`src/rtl/sdram_ctrl_core.sv`:
```
// sdram_ctrl_core: command engine for a 4M x 16 SDRAM.
// Sequences power-up init, auto-refresh and single-word accesses.
module sdram_ctrl_core #(
  parameter int CAS_LATENCY      = 2,
  parameter int T_RCD            = 2,
  parameter int T_RP             = 2,
  parameter int T_RFC            = 7,
  parameter int T_WR             = 2,
  parameter int T_MRD            = 2,
  parameter int INIT_CYCLES      = 20000,
  parameter int REFRESH_INTERVAL = 780
) (
  input  logic        clk,
  input  logic        rst,
  input  logic        we_n,
  input  logic        re_n,
  input  logic [21:0] addr_in,
  input  logic [1:0]  be_in,
  output logic [11:0] addr_out,
  output logic [1:0]  ba_out,
  output logic [1:0]  dqm,
  output logic        cke,
  output logic        cs_n,
  output logic        ras_n,
  output logic        cas_n,
  output logic        sd_we_n,
  output logic        w_ready,
  output logic        waiting,
  output logic        valid,
  output logic        rd_incom,
  output logic [3:0]  cur_state,
  output logic [31:0] counter
);

  typedef enum logic [3:0] {
    S_INIT_WAIT = 4'd0,
    S_INIT_PRE  = 4'd1,
    S_INIT_REF1 = 4'd2,
    S_INIT_REF2 = 4'd3,
    S_INIT_MRS  = 4'd4,
    S_IDLE      = 4'd5,
    S_ACTIVATE  = 4'd6,
    S_READ      = 4'd7,
    S_READ_WAIT = 4'd8,
    S_WRITE     = 4'd9,
    S_PRECHARGE = 4'd10,
    S_REFRESH   = 4'd11
  } state_t;

  localparam logic [3:0] CMD_INH = 4'b1111;
  localparam logic [3:0] CMD_NOP = 4'b0111;
  localparam logic [3:0] CMD_ACT = 4'b0011;
  localparam logic [3:0] CMD_RD  = 4'b0101;
  localparam logic [3:0] CMD_WR  = 4'b0100;
  localparam logic [3:0] CMD_PRE = 4'b0010;
  localparam logic [3:0] CMD_REF = 4'b0001;
  localparam logic [3:0] CMD_LMR = 4'b0000;

  // Single-location writes, sequential, burst length 1.
  localparam logic [11:0] MODE_WORD = {
    2'b00, 1'b1, 2'b00, 3'(CAS_LATENCY), 1'b0, 3'b000
  };

  localparam logic [31:0] REF_LAST = 32'(REFRESH_INTERVAL - 1);

  state_t      state_q, state_d;
  logic [31:0] cnt_q, cnt_d;
  logic        cke_q, cke_d;
  logic        wr_q, wr_d;
  logic [21:0] addr_q, addr_d;
  logic [1:0]  be_q, be_d;
  logic        ref_en_q, ref_en_d;
  logic        ref_pend_q, ref_pend_d;
  logic [31:0] ref_cnt_q, ref_cnt_d;

  logic [31:0] dur;
  logic        last;
  logic        entry;
  logic [3:0]  cmd;
  logic [1:0]  bank;
  logic [11:0] row;
  logic [11:0] col;

  assign bank  = addr_q[21:20];
  assign row   = addr_q[19:8];
  assign col   = {4'b0000, addr_q[7:0]};
  assign entry = (cnt_q == 32'd0);
  assign last  = (cnt_q == dur - 32'd1);

  always_comb begin
    dur = 32'd1;
    unique case (state_q)
      S_INIT_WAIT: dur = 32'(INIT_CYCLES);
      S_INIT_PRE,
      S_PRECHARGE: dur = 32'(T_RP);
      S_INIT_REF1,
      S_INIT_REF2,
      S_REFRESH:   dur = 32'(T_RFC);
      S_INIT_MRS:  dur = 32'(T_MRD);
      S_ACTIVATE:  dur = 32'(T_RCD);
      S_READ_WAIT: dur = 32'(CAS_LATENCY);
      S_WRITE:     dur = 32'(T_WR);
      default:     dur = 32'd1;
    endcase
  end

  always_comb begin
    state_d = state_q;
    wr_d    = wr_q;
    addr_d  = addr_q;
    be_d    = be_q;
    cke_d   = 1'b1;
    unique case (state_q)
      S_INIT_WAIT: if (last) state_d = S_INIT_PRE;
      S_INIT_PRE:  if (last) state_d = S_INIT_REF1;
      S_INIT_REF1: if (last) state_d = S_INIT_REF2;
      S_INIT_REF2: if (last) state_d = S_INIT_MRS;
      S_INIT_MRS:  if (last) state_d = S_IDLE;
      S_IDLE: begin
        // A pending refresh outranks any host request.
        if (ref_pend_q) begin
          state_d = S_REFRESH;
        end else if (!we_n || !re_n) begin
          state_d = S_ACTIVATE;
          wr_d    = !we_n;
          addr_d  = addr_in;
          be_d    = be_in;
        end
      end
      S_ACTIVATE: begin
        if (last) state_d = wr_q ? S_WRITE : S_READ;
      end
      S_READ:      if (last) state_d = S_READ_WAIT;
      S_READ_WAIT: if (last) state_d = S_PRECHARGE;
      S_WRITE:     if (last) state_d = S_PRECHARGE;
      S_PRECHARGE: if (last) state_d = S_IDLE;
      S_REFRESH:   if (last) state_d = S_IDLE;
      default:     state_d = S_INIT_WAIT;
    endcase
    cnt_d = (state_d != state_q) ? 32'd0 : cnt_q + 32'd1;
  end

  always_comb begin
    ref_en_d   = ref_en_q;
    ref_cnt_d  = ref_cnt_q;
    ref_pend_d = ref_pend_q;
    if (state_q == S_INIT_MRS && state_d == S_IDLE) begin
      ref_en_d = 1'b1;
    end
    if (state_q == S_IDLE && ref_pend_q) begin
      ref_pend_d = 1'b0;
    end
    if (ref_en_q) begin
      if (ref_cnt_q == REF_LAST) begin
        ref_cnt_d  = 32'd0;
        ref_pend_d = 1'b1;
      end else begin
        ref_cnt_d = ref_cnt_q + 32'd1;
      end
    end
  end

  always_ff @(posedge clk or posedge rst) begin
    if (rst) begin
      state_q    <= S_INIT_WAIT;
      cnt_q      <= '0;
      cke_q      <= 1'b0;
      wr_q       <= 1'b0;
      addr_q     <= '0;
      be_q       <= 2'b11;
      ref_en_q   <= 1'b0;
      ref_pend_q <= 1'b0;
      ref_cnt_q  <= '0;
    end else begin
      state_q    <= state_d;
      cnt_q      <= cnt_d;
      cke_q      <= cke_d;
      wr_q       <= wr_d;
      addr_q     <= addr_d;
      be_q       <= be_d;
      ref_en_q   <= ref_en_d;
      ref_pend_q <= ref_pend_d;
      ref_cnt_q  <= ref_cnt_d;
    end
  end

  always_comb begin
    cmd      = CMD_NOP;
    addr_out = '0;
    ba_out   = '0;
    dqm      = 2'b11;
    w_ready  = 1'b0;
    valid    = 1'b0;
    rd_incom = 1'b0;
    unique case (state_q)
      S_INIT_PRE: begin
        if (entry) begin
          cmd      = CMD_PRE;
          addr_out = 12'h400;
        end
      end
      S_INIT_REF1,
      S_INIT_REF2,
      S_REFRESH: begin
        if (entry) cmd = CMD_REF;
      end
      S_INIT_MRS: begin
        if (entry) begin
          cmd      = CMD_LMR;
          addr_out = MODE_WORD;
        end
      end
      S_ACTIVATE: begin
        if (entry) begin
          cmd      = CMD_ACT;
          ba_out   = bank;
          addr_out = row;
        end
      end
      S_READ: begin
        rd_incom = 1'b1;
        if (entry) begin
          cmd      = CMD_RD;
          ba_out   = bank;
          addr_out = col;
          dqm      = be_q;
        end
      end
      S_READ_WAIT: begin
        rd_incom = 1'b1;
        valid    = last;
      end
      S_WRITE: begin
        if (entry) begin
          cmd      = CMD_WR;
          ba_out   = bank;
          addr_out = col;
          dqm      = be_q;
          w_ready  = 1'b1;
        end
      end
      S_PRECHARGE: begin
        if (entry) begin
          cmd    = CMD_PRE;
          ba_out = bank;
        end
      end
      default: ;
    endcase
    if (!cke_q) cmd = CMD_INH;
  end

  assign {cs_n, ras_n, cas_n, sd_we_n} = cmd;
  assign cke       = cke_q;
  assign waiting   = !(state_q == S_IDLE && !ref_pend_q);
  assign cur_state = state_q;
  assign counter   = cnt_q;

endmodule

```
`config.mk`:
```
export PLATFORM = sky130hd
export DESIGN_NAME = sdram_ctrl_core
export DESIGN_NICKNAME = d
export VERILOG_FILES = /design/src/rtl/sdram_ctrl_core.sv
export SDC_FILE = /design/constraint.sdc
export NUM_CORES = 1
export LEC_CHECK = 0
export CAP_MARGIN = 20
export CORE_UTILIZATION = 35
export DETAILED_ROUTE_END_ITERATION = 6
export GPL_TIMING_DRIVEN = 0
export SETUP_SLACK_MARGIN = 0.05
export SYNTH_ARGS = -nofsm -noshare
export SYNTH_HDL_FRONTEND = slang
export SYNTH_SLANG_ARGS = --single-unit
```
`constraint.sdc`:
```
create_clock -name clk -period 3.7 [get_ports clk]
set_clock_uncertainty 0.1 [all_clocks]
set_input_delay 0.37 -clock clk [delete_from_list [all_inputs] [get_ports clk]]
set_output_delay 0.37 -clock clk [all_outputs]
set_load 0.05 [all_outputs]
```
==> results.cfg, run 1 <==
[run_status]
outcome = finished with violations
violations = setup timing

[cts]
cts_made_buffers = 9
clkSinkCount = 96
cts_tree = built
clk_latency_ns = 0.35
htree_num_levels = 3
clk_pin_slew_ns = 0.07
ctsRootBufferMaster = clkbuf_16
clockBufferDepth = 2

[yosys]
yosysTopAreaCell = dfrtp_1
async_flop_share_pct = 100
syn_inst = 544
synth_flop_cell = dfrtp_1
synth-seq-area-share_pct = 43.4
synth_area_leaders = dfrtp_1, xnor2_1, nor3_2
yosysWarnings = 0
synthDistinctLibCells = 62
synth_area_um2 = 5540
ys_ff_latch = 96
avgSynthCellArea_um2 = 10.2
synth.most_common_cell = dfrtp_1
ys_top_cells_by_count = dfrtp_1, nor2_1, xnor2_1
synth_edf_count = 0
synthDominantCellAreaShare_pct = 42.5

[floorplanning]
num_rows = 45
die_y_um = 128
dieArea_um2 = 16300
core_um2 = 15300
die_x_um = 128
initial_core_util_pct = 36.2
ios = 89

[routing]
post_drt_via_cell_ratio = 5.21
vias = 4624
routed_wl_mm = 14.5
drc = 0
drtIter0Drc = 278
drtAntennaViolNets = 0
post_drt_wl_per_cell_um = 16.4
dr.pass1.iters = 5

[worst_setup_path]
arrival_ns = 3.29
critPathMostFrequentCell = buf_6
crit_path_start_kind = flip-flop
reg2reg_setup_slack_ns = 0.21
cp-end-kind = output pin
ff2ff_path_depth = 14
reg2reg_from = cur_state[3]$_DFF_PP0_
r2r_end = counter[9]$_DFF_PP0_
crit_slowest_cell = or4_4
critical_path.max_fanout = 6
cp.required_ns = 3.23
path_cells = buf_6 > buf_8 > or4_4 > buf_6 > ha_4 > xor2_2 > nand3_1 > nor4bb_2 > and4bb_4 > nand2_4 > nor3_4 > buf_6
path_class = flip-flop to output pin
cp_slowest_stage_delay_ns = 0.56

[pwr]
vdd_drop_max_v = 0.000280
fin_total_pwr_mw = 2.18
pwr-share-seq_pct = 49.4
combinationalPowerShare_pct = 3.8
p_per_area_nw_per_um2 = 297
leakagePower_nw = 3.22
clockPowerShare_pct = 46.8
internal_power_mw = 1.72
power.switching_mw = 0.458
switching_share_pct = 21.0

[sta]
final.setup.worst_slack_ns = -0.0595
fmax_mhz = 266
hold_violations = 0
hold-worst-slack_ns = 0.304
worstMarginPinSlew_ns = 0.782
final_max_slew_viol_count = 0
grt_setup_unrepaired = true
period_minus_slack_ns = 3.76
max_slew_margin_pct = 47.4
min_period_over_period_pct = 102
setup_viol = 1
finalSetupTns_ns = -0.0595

[layout]
areaGrowthSynthToFinish_pct = 32.9
drive_gt1_share_pct = 22.9
layout.nets = 709
nFillCells = 1465
diodes = 0
final_core_util_pct = 48.0
fin_cells = 887

[global_route]
grt_pass1_wl_mm = 24.0
grt_start_max_net_pins = 62
overflow = 0
grt_pass1_vias = 4525
track_usage_pct = 18.8
antenna_found_initial = 0

[placement]
io_buffers = 88
dp.final_hpwl_mm = 10.4
place_congestion = 0.923
dp.cells = 847

[worst_hold_path]
hold_path.class = input port to async pin

[job]
cap_viol_max_count = 0
==> final cells by class <==
class	count	area, um2	share of cell area, %
buffer	22	183	2.48
clock buffer	11	243	3.30
clock inverter	5	81.3	1.11
inverter	14	55.1	0.748
multi-input combinational	413	3030	41.2
sequential	96	2410	32.8
tap	211	264	3.59
timing repair buffer	115	1090	14.8
==> power groups by stage <==
| stage | Sequential (mW) | Combinational [mW] | Clock (mW) |
|---|---|---|---|
| floorplan | 1.10 | 0.0369 | 0 |
| global placement | 1.10 | 0.0775 | 0 |
| detailed placement | 1.10 | 0.0836 | 0 |
| CTS | 1.08 | 0.0840 | 1.05 |
| global route | 1.08 | 0.0927 | 1.09 |
| finish | 1.08 | 0.0835 | 1.02 |
==> layout by cell type (no fill, tap or decap), drive strengths merged, types with 3 or more instances in the layout <==
cell / instances
clkinv: 3
xnor2: 44
clkbuf: 16
nand2b: 3
buf: 47
nor4: 13
nand2: 39
clkdlybuf4s50: 67
dlygate4sd2: 12
mux2: 24
nor2: 45
inv: 13
xor2: 29
a21oi: 9
o22ai: 7
and4: 9
or2: 4
conb: 5
a31oi: 3
a22oi: 7
nor3: 43
or4: 6
clkdlybuf4s15: 5
mux2i: 4
ha: 10
nand3: 31
and2: 5
o21ai: 12
and3: 16
nand4: 14
dfrtp: 94
==> routing by layer <==
metal / share of wire [%] / GRT usage, %
met1: 45 / 24.6
met2: 48 / 31.0
met3: 5.0 / 4.17
met4: 1.8 / 5.67
met5: 0 / 0
==> kinds of logic (layout without fill, tap and decap cells) <==
| group | count (synthesis) | count (layout) | share of synthesized area (%) |
|---|---|---|---|
| AOI/OAI and AO/OA | 54 | 54 | 6.78 |
| xor gates and xnor gates | 73 | 73 | 11.5 |
| adders and majority gates | 10 | 10 | 2.26 |
| buffers and inverters | 38 | 167 | 3.68 |
| DFF | 96 | 96 | 43.4 |
| muxes | 28 | 28 | 5.60 |
| other | 2 | 5 | 0.136 |
| and+or+nand+nor | 243 | 243 | 26.6 |
==> through the flow <==
step | area [um2] | setup WS [ns]
final | 7360 | -0.0595
after global routing | 7360 | -0.139
after CTS | 7110 | -0.175
after detailed placement | 6760 | -0.604
after global placement | 6730 | -1.16
after floorplan | 5590 | 0.0777
==> timing repair <==
| item | 4_1_cts | 5_1_grt |
|---|---|---|
| resized for setup | 34 | 34 |
| pin swaps | 5 | 6 |
| setup buffers | 3 | 22 |
| hold buffers | 0 | 0 |
| setup endpoints to repair | 21 | 12 |
==> how the worst max path moves through the flow <==
stage,from,endpoint,slack [ns],depth (start not counted)
final,cur_state[3]$_DFF_PP0_,valid,-0.06,12
after global routing,cur_state[3]$_DFF_PP0_,valid,-0.14,12
after CTS,cur_state[0]$_DFF_PP0_,valid,-0.18,11
after detailed placement,cur_state[1]$_DFF_PP0_,valid,-0.60,11
after global placement,rst,cur_state[1]$_DFF_PP0_,-1.16,2
after floorplan,counter[27]$_DFF_PP0_,w_ready,0.08,4
==> sequential cells by signal, indices dropped and copies added, names as in the netlist <==
signal / count
wr_q: 1
be_q: 2
counter: 32
ref_en_q: 1
cur_state: 4
addr_q: 22
cke: 1
ref_pend_q: 1
ref_cnt_q: 32
==> critical path, delay by kind of cell, from the launching register on <==
kind	cells	cell delay, ns
AND/OR/NAND/NOR	6	1.59
buffers and inverters	4	0.57
flip-flops	1	0.41
adder cells (fa/ha/maj)	1	0.21
XOR/XNOR	1	0.15
No activity file was read; power rests on OpenSTA's default activity.
==> inputs of run 2 (changes only) <==
- DONT_BUFFER_PORTS: default -> 1
==> run 2 against run 1 <==
  * First-iteration DRC count shrank 26%
  * Critical path depth shrank 2
  * Sequential power is essentially flat
  * Fmax shrank 5.6%
  * The run still ends with setup timing left
  * Critical path type unchanged
  * Utilization shrank 5.4 points
==> results.cfg, run 2 (synthesis results as in run 1) <==
[floorplanning]
core_um2 = 15300
initial_core_util_pct = 36.2
die_y_um = 128
dieArea_um2 = 16300
die_x_um = 128
num_rows = 45
ios = 89

[layout]
layout_common_cells = dfrtp_1, xnor2_1, nand2_1, nor2_1
fin_cells = 789
nFillCells = 1484
areaGrowthSynthToFinish_pct = 17.8
drive_gt1_share_pct = 28.4
multi_input_area_um2 = 3140
final_common_cell = dfrtp_1
diodes = 0
regArea_um2 = 2420
layout.nets = 611

[routing]
post_drt_via_cell_ratio = 5.38
vias = 4246
routed_wl_mm = 13.8
post_drt_wl_per_cell_um = 17.5
drtAntennaViolNets = 0
highest_layer = met4
dr.pass1.iters = 5
drc = 0
wl_met1_mm = 5.67
wl_met2_mm = 6.87
drtIter0Drc = 207
wl_met3_mm = 1.04

[sta]
period_minus_slack_ns = 3.98
hold_violations = 0
max_slew_margin_pct = 28.7
fmax_mhz = 251
final.setup.worst_slack_ns = -0.282
hold-worst-slack_ns = 0.0149
setup_viol = 1
final_max_slew_viol_count = 0
worstMarginPinSlew_ns = 1.09
grt_setup_unrepaired = true
min_period_over_period_pct = 108

[run_status]
violations = setup timing
outcome = finished with violations

[worst_setup_path]
critical_path.max_fanout = 5
cp-startpoint = cur_state[2]$_DFF_PP0_
path_class = flip-flop to output pin
cp_top_family = simple AND/OR/NAND/NOR gates
crit_slowest_cell = or4_4
cp-end-kind = output pin
critPathMostFrequentCell = buf_8
path_cells = buf_8 > buf_8 > or4_4 > ha_4 > xor2_2 > nor4_2 > o211ai_1 > and4bb_4 > nand2_4 > nor3_4
cp_slowest_stage_delay_ns = 0.63
arrival_ns = 3.51
crit_path_start_kind = flip-flop
reg2reg_from = cur_state[2]$_DFF_PP0_
cp.required_ns = 3.23
worst-path-buf-inv = 2
reg2reg_setup_slack_ns = 0.18

[worst_hold_path]
hold_path.class = input port to flip-flop
min_from = we_n

[global_route]
track_usage_pct = 17.7
overflow = 0
grt_pass1_wl_mm = 22.5
antenna_found_initial = 0
grt_pass1_vias = 4321
grt_start_max_net_pins = 61

[cts]
ctsRootBufferMaster = clkbuf_16
clkSinkCount = 96
cts_tree = built
clockBufferDepth = 2
cts_made_buffers = 9
clk_pin_slew_ns = 0.07
clk_latency_ns = 0.36
htree_num_levels = 3

[placement]
dp.final_hpwl_mm = 9.81
dp.cells = 759
place_congestion = 0.907
io_buffers = 0
place_worst_setup_slack_ns = -0.256

[pwr]
leakagePower_nw = 2.79
vdd_drop_max_v = 0.000290
p_per_area_nw_per_um2 = 322

[job]
cap_viol_max_count = 0
## run 2: repair_timing
| action | CTS | global route |
|---|---|---|
| endpoints found under the setup margin | 21 | 39 |
| hold endpoints to repair | 36 | 0 |
| hold buffers | 1 | 0 |
| buffers inserted | 8 | 5 |
| gates resized for setup | 46 | 20 |
| pin swaps | 9 | 1 |
## run 2: worst register-to-register path: stages, from the launching register on
cell and delay, ns:
dfrtp_2 0.53, buf_8 0.17, buf_8 0.10, or4_4 0.63, ha_4 0.29, xor2_2 0.15, nor4_2 0.29, o211ai_1 0.12
and4bb_4 0.34, buf_4 0.14, a21oi_2 0.12, buf_4 0.28, nor3_2 0.18
## run 2: final cells by class
class                   instances  area share [%]
multi-input cells             413            48.1
flip-flops and latches         96            37.1
well taps                     211            4.05
clock buffers                   9            3.45
plain buffers                  23            3.13
repair buffers                 16            2.21
clock inverters                 7            1.21
inverters                      14           0.844
## run 2: metal layers
| metal | vias to the layer above | global-route usage [%] |
|---|---|---|
| met2 | 140 | 30.1 |
| met1 | 2101 | 20.6 |
| li1 | 1984 | - |
| met3 | 21 | 6.76 |
| met4 | 0 | 5.74 |
| met5 | - | 0 |
## run 2: power breakdown
group | internal, mW | leakage [nW] | switching (mW) | total, mW
logic | 0.0196 | 1.38 | 0.0317 | 0.0513
clock network | 0.531 | 0.144 | 0.435 | 0.966
registers | 1.07 | 1.27 | 0.0126 | 1.08
total | 1.62 | 2.79 | 0.479 | 2.10
## run 2: per-stage QoR
stage          TNS, ns  utilization [%]  power (mW)  cell area (um2)
3_3_place_gp    -25.67             38.2        1.14             5850
5_1_grt         -0.382             42.6        2.18             6520
6_report        -0.282             42.6        2.10             6520
3_5_place_dp    -0.256             38.4        1.15             5880
2_1_floorplan        0                -        1.13             5590
4_1_cts         -0.304             42.1        2.12             6450
## run 2: path summary, 6_finish.rpt
path	end	cells after the start
worst max-delay path	valid	10
worst min-delay path	wr_q$_DFFE_PP0P_	1
worst max register to register	counter[25]$_DFF_PP0_	12
worst min register to register	ref_cnt_q[31]$_DFFE_PP0P_	1
max in group asynchronous	be_q[1]$_DFFE_PP1P_	3
min in group asynchronous	counter[7]$_DFF_PP0_	2
==> edit (config.mk and constraints of run 1) <==
Make the reset (`rst`) synchronous in one clocked block.
--- a/src/rtl/sdram_ctrl_core.sv
+++ b/src/rtl/sdram_ctrl_core.sv
@@ -161,5 +161,5 @@
   end
 
-  always_ff @(posedge clk or posedge rst) begin
+  always_ff @(posedge clk) begin
     if (rst) begin
       state_q    <= S_INIT_WAIT;
Formal check against the unedited RTL: differs if rst is asserted again (counterexample within 4 cycles, from zero or initial values and one cycle with rst high); with rst held inactive, the same outputs for 10 cycles.
==> edit against run 1 <==
Synthesized cell count grew 20%; sequential cell count grew 4; wire length shrank 6.6%; fmax grew 7.3%; total power shrank 1.3%; cell area shrank 8.5%; worst setup slack gained 0.26 ns; combinational power grew 32%; first-iteration DRC count grew 10%; via count grew 5.6%; area after synthesis shrank 5.7%; critical path type is now reg -> reg; critical endpoint is now counter[30]; highest routed layer unchanged.
==> edit: results (changes against run 1) <==
Global routing
  – Global-route wire length before repair: 21.7 mm (was 24.0 mm)
  – Number of global-route vias before repair: 4,446 (was 4,525)
  – Total global-route track usage: 18.1% (was 18.8%)
  – Pin count of the biggest net entering global routing: 18 (was 62)

Detailed routing
  – Routed vias: 4,882 (was 4,624)
  – Detail-routed net length per standard cell: 14.3 µm (was 16.4 µm)
  – Detailed Route Iter0 Violations: 307 (was 278)

Timing
  – Transition at the pin with the smallest max-transition slack: 0.942 ns (was 0.782 ns)

Pwr
  – Leakage power of the design: 2.31 nW (was 3.22 nW)
  – Largest voltage drop on the vdd net: 0.211 mV (was 0.280 mV)

Layout
  – Final cell count without fillers: 948 (was 887)
  – Non-Clock Buffer Count: 123 (was 137)
  – Data buffer area share: 15.4% (was 17.3%)
  – Filler cell count in the final layout: 1,435 (was 1,465)
  – Multi-In Gates: 501 (was 413)
  – Area fraction of clock buffers and clock inverters: 4.46% (was 4.40%)
  – Number of ordinary inverters in the final layout: 24 (was 14)
  – Clkbuf count: 10 (was 11)

Critical path
  – Slowest Stage Delay on Critical Path: 0.50 ns (was 0.56 ns)
  – R2r worst-path depth: 15 (was 14)
  – Worst Path Max Fanout: 10 (was 6)
  – Arrival @ worst endpoint: 3.65 ns (was 3.29 ns)
  – Reg-to-Reg Start: dur[0] (was cur_state[3])
  – R2r setup slk: slightly below 0.2 ns

Synth
  – Sequential element share of the synthesized area: 38.3% (was 43.4%)
  – Share of flip-flops with an asynchronous set or reset after synthesis: 0% (was 100%)
  – Dominant cells by area after synthesis: sky130_fd_sc_hd__dfxtp_1, sky130_fd_sc_hd__nand2_1, sky130_fd_sc_hd__xnor2_1 (was sky130_fd_sc_hd__dfrtp_1, sky130_fd_sc_hd__xnor2_1, sky130_fd_sc_hd__nor3_2)
  – Library cells used by synthesis: 55 (was 62)
  – Synth Instances: 655 (was 544)
  – Most instantiated cells after synthesis: sky130_fd_sc_hd__dfxtp_1, sky130_fd_sc_hd__nand2_1, sky130_fd_sc_hd__nor2_1 (was sky130_fd_sc_hd__dfrtp_1, sky130_fd_sc_hd__nor2_1, sky130_fd_sc_hd__xnor2_1)

Clock network
  – Number of clock buffers inserted by TritonCTS: 9 (unchanged)
  – Sinks on Clock Net: 100 (was 96)

Die
  – Area of the placeable core: 14,500 µm² (was 15,300 µm²)

Placement
  – Placed instance count: 927 (was 847)
  – Placement Setup Slack: -0.0910 ns (was -0.604 ns)
  – Number of buffer cells added on primary ports: 87 (was 88)
  – Cell Area, Placed: 6330 µm² (was 6760 µm²)

Hold path
  – Worst hold path class: in -> reg (was in -> async)
  – End point of the most critical hold path: cur_state[1]

Outcome
  – Run status: completed (was finished, violations left)
-- edit: repair_timing --
action | in CTS | in global routing
hold buffers | 0 | 0
buffers inserted | 2 | 3
endpoints found under the setup margin | 51 | 53
hold endpoints to repair | 0 | 0
gates resized for setup | 24 | 17
pin swaps | 2 | 3
-- edit: cells by family (layout without fill, tap and decap cells) --
kind of cell             after synthesis  in the layout  synth area share (%)
AO/OA/AOI/OAI                         92             92                  10.9
buffers and inverters                 54            163                  4.36
XOR/XNOR                              69             69                  11.6
adder cells (fa/ha/maj)               11             11                  2.63
multiplexers                           6              6                  1.22
flip-flops                           100            100                  38.3
AND/OR/NAND/NOR                      323            323                  30.9
-- edit: worst max path at each step --
stage,start,to,slack (ns),cells after the start
after detailed placement,dur[0],valid,-0.09,10
after global placement,counter[0],addr_out[8],-0.90,9
final,dur[0],counter[30],0.20,15
after CTS,counter[0],dqm[1],0.06,9
after floorplan,counter[15],addr_out[10],0.28,3
after global routing,dur[0],counter[25],0.02,15
-- edit: metrics by stage --
stage | utilization, % | hold WS [ns]
detailed placement | 43.6 | 0.348
global route | 46.3 | 0.376
floorplan | - | 0.332
CTS | 45.8 | 0.314
global placement | 43.5 | 0.342
finish | 46.3 | 0.329
-- edit: where the power goes --
group	total, mW	internal, mW	switching [mW]	leakage, nW
sequential	1.08	1.08	0.00580	0.806
combinational	0.110	0.0499	0.0606	1.37
clock	0.958	0.531	0.428	0.140
total	2.15	1.66	0.494	2.31
-- edit: per-layer routing --
layer / wire [µm] / vias up / GRT usage, %
met4: 202 / 0 / 6.03
met1: 6110 / 2296 / 22.9
met2: 6640 / 114 / 30.3
met5: 0 / - / 0
met3: 616 / 18 / 3.75
li1: - / 2454 / -
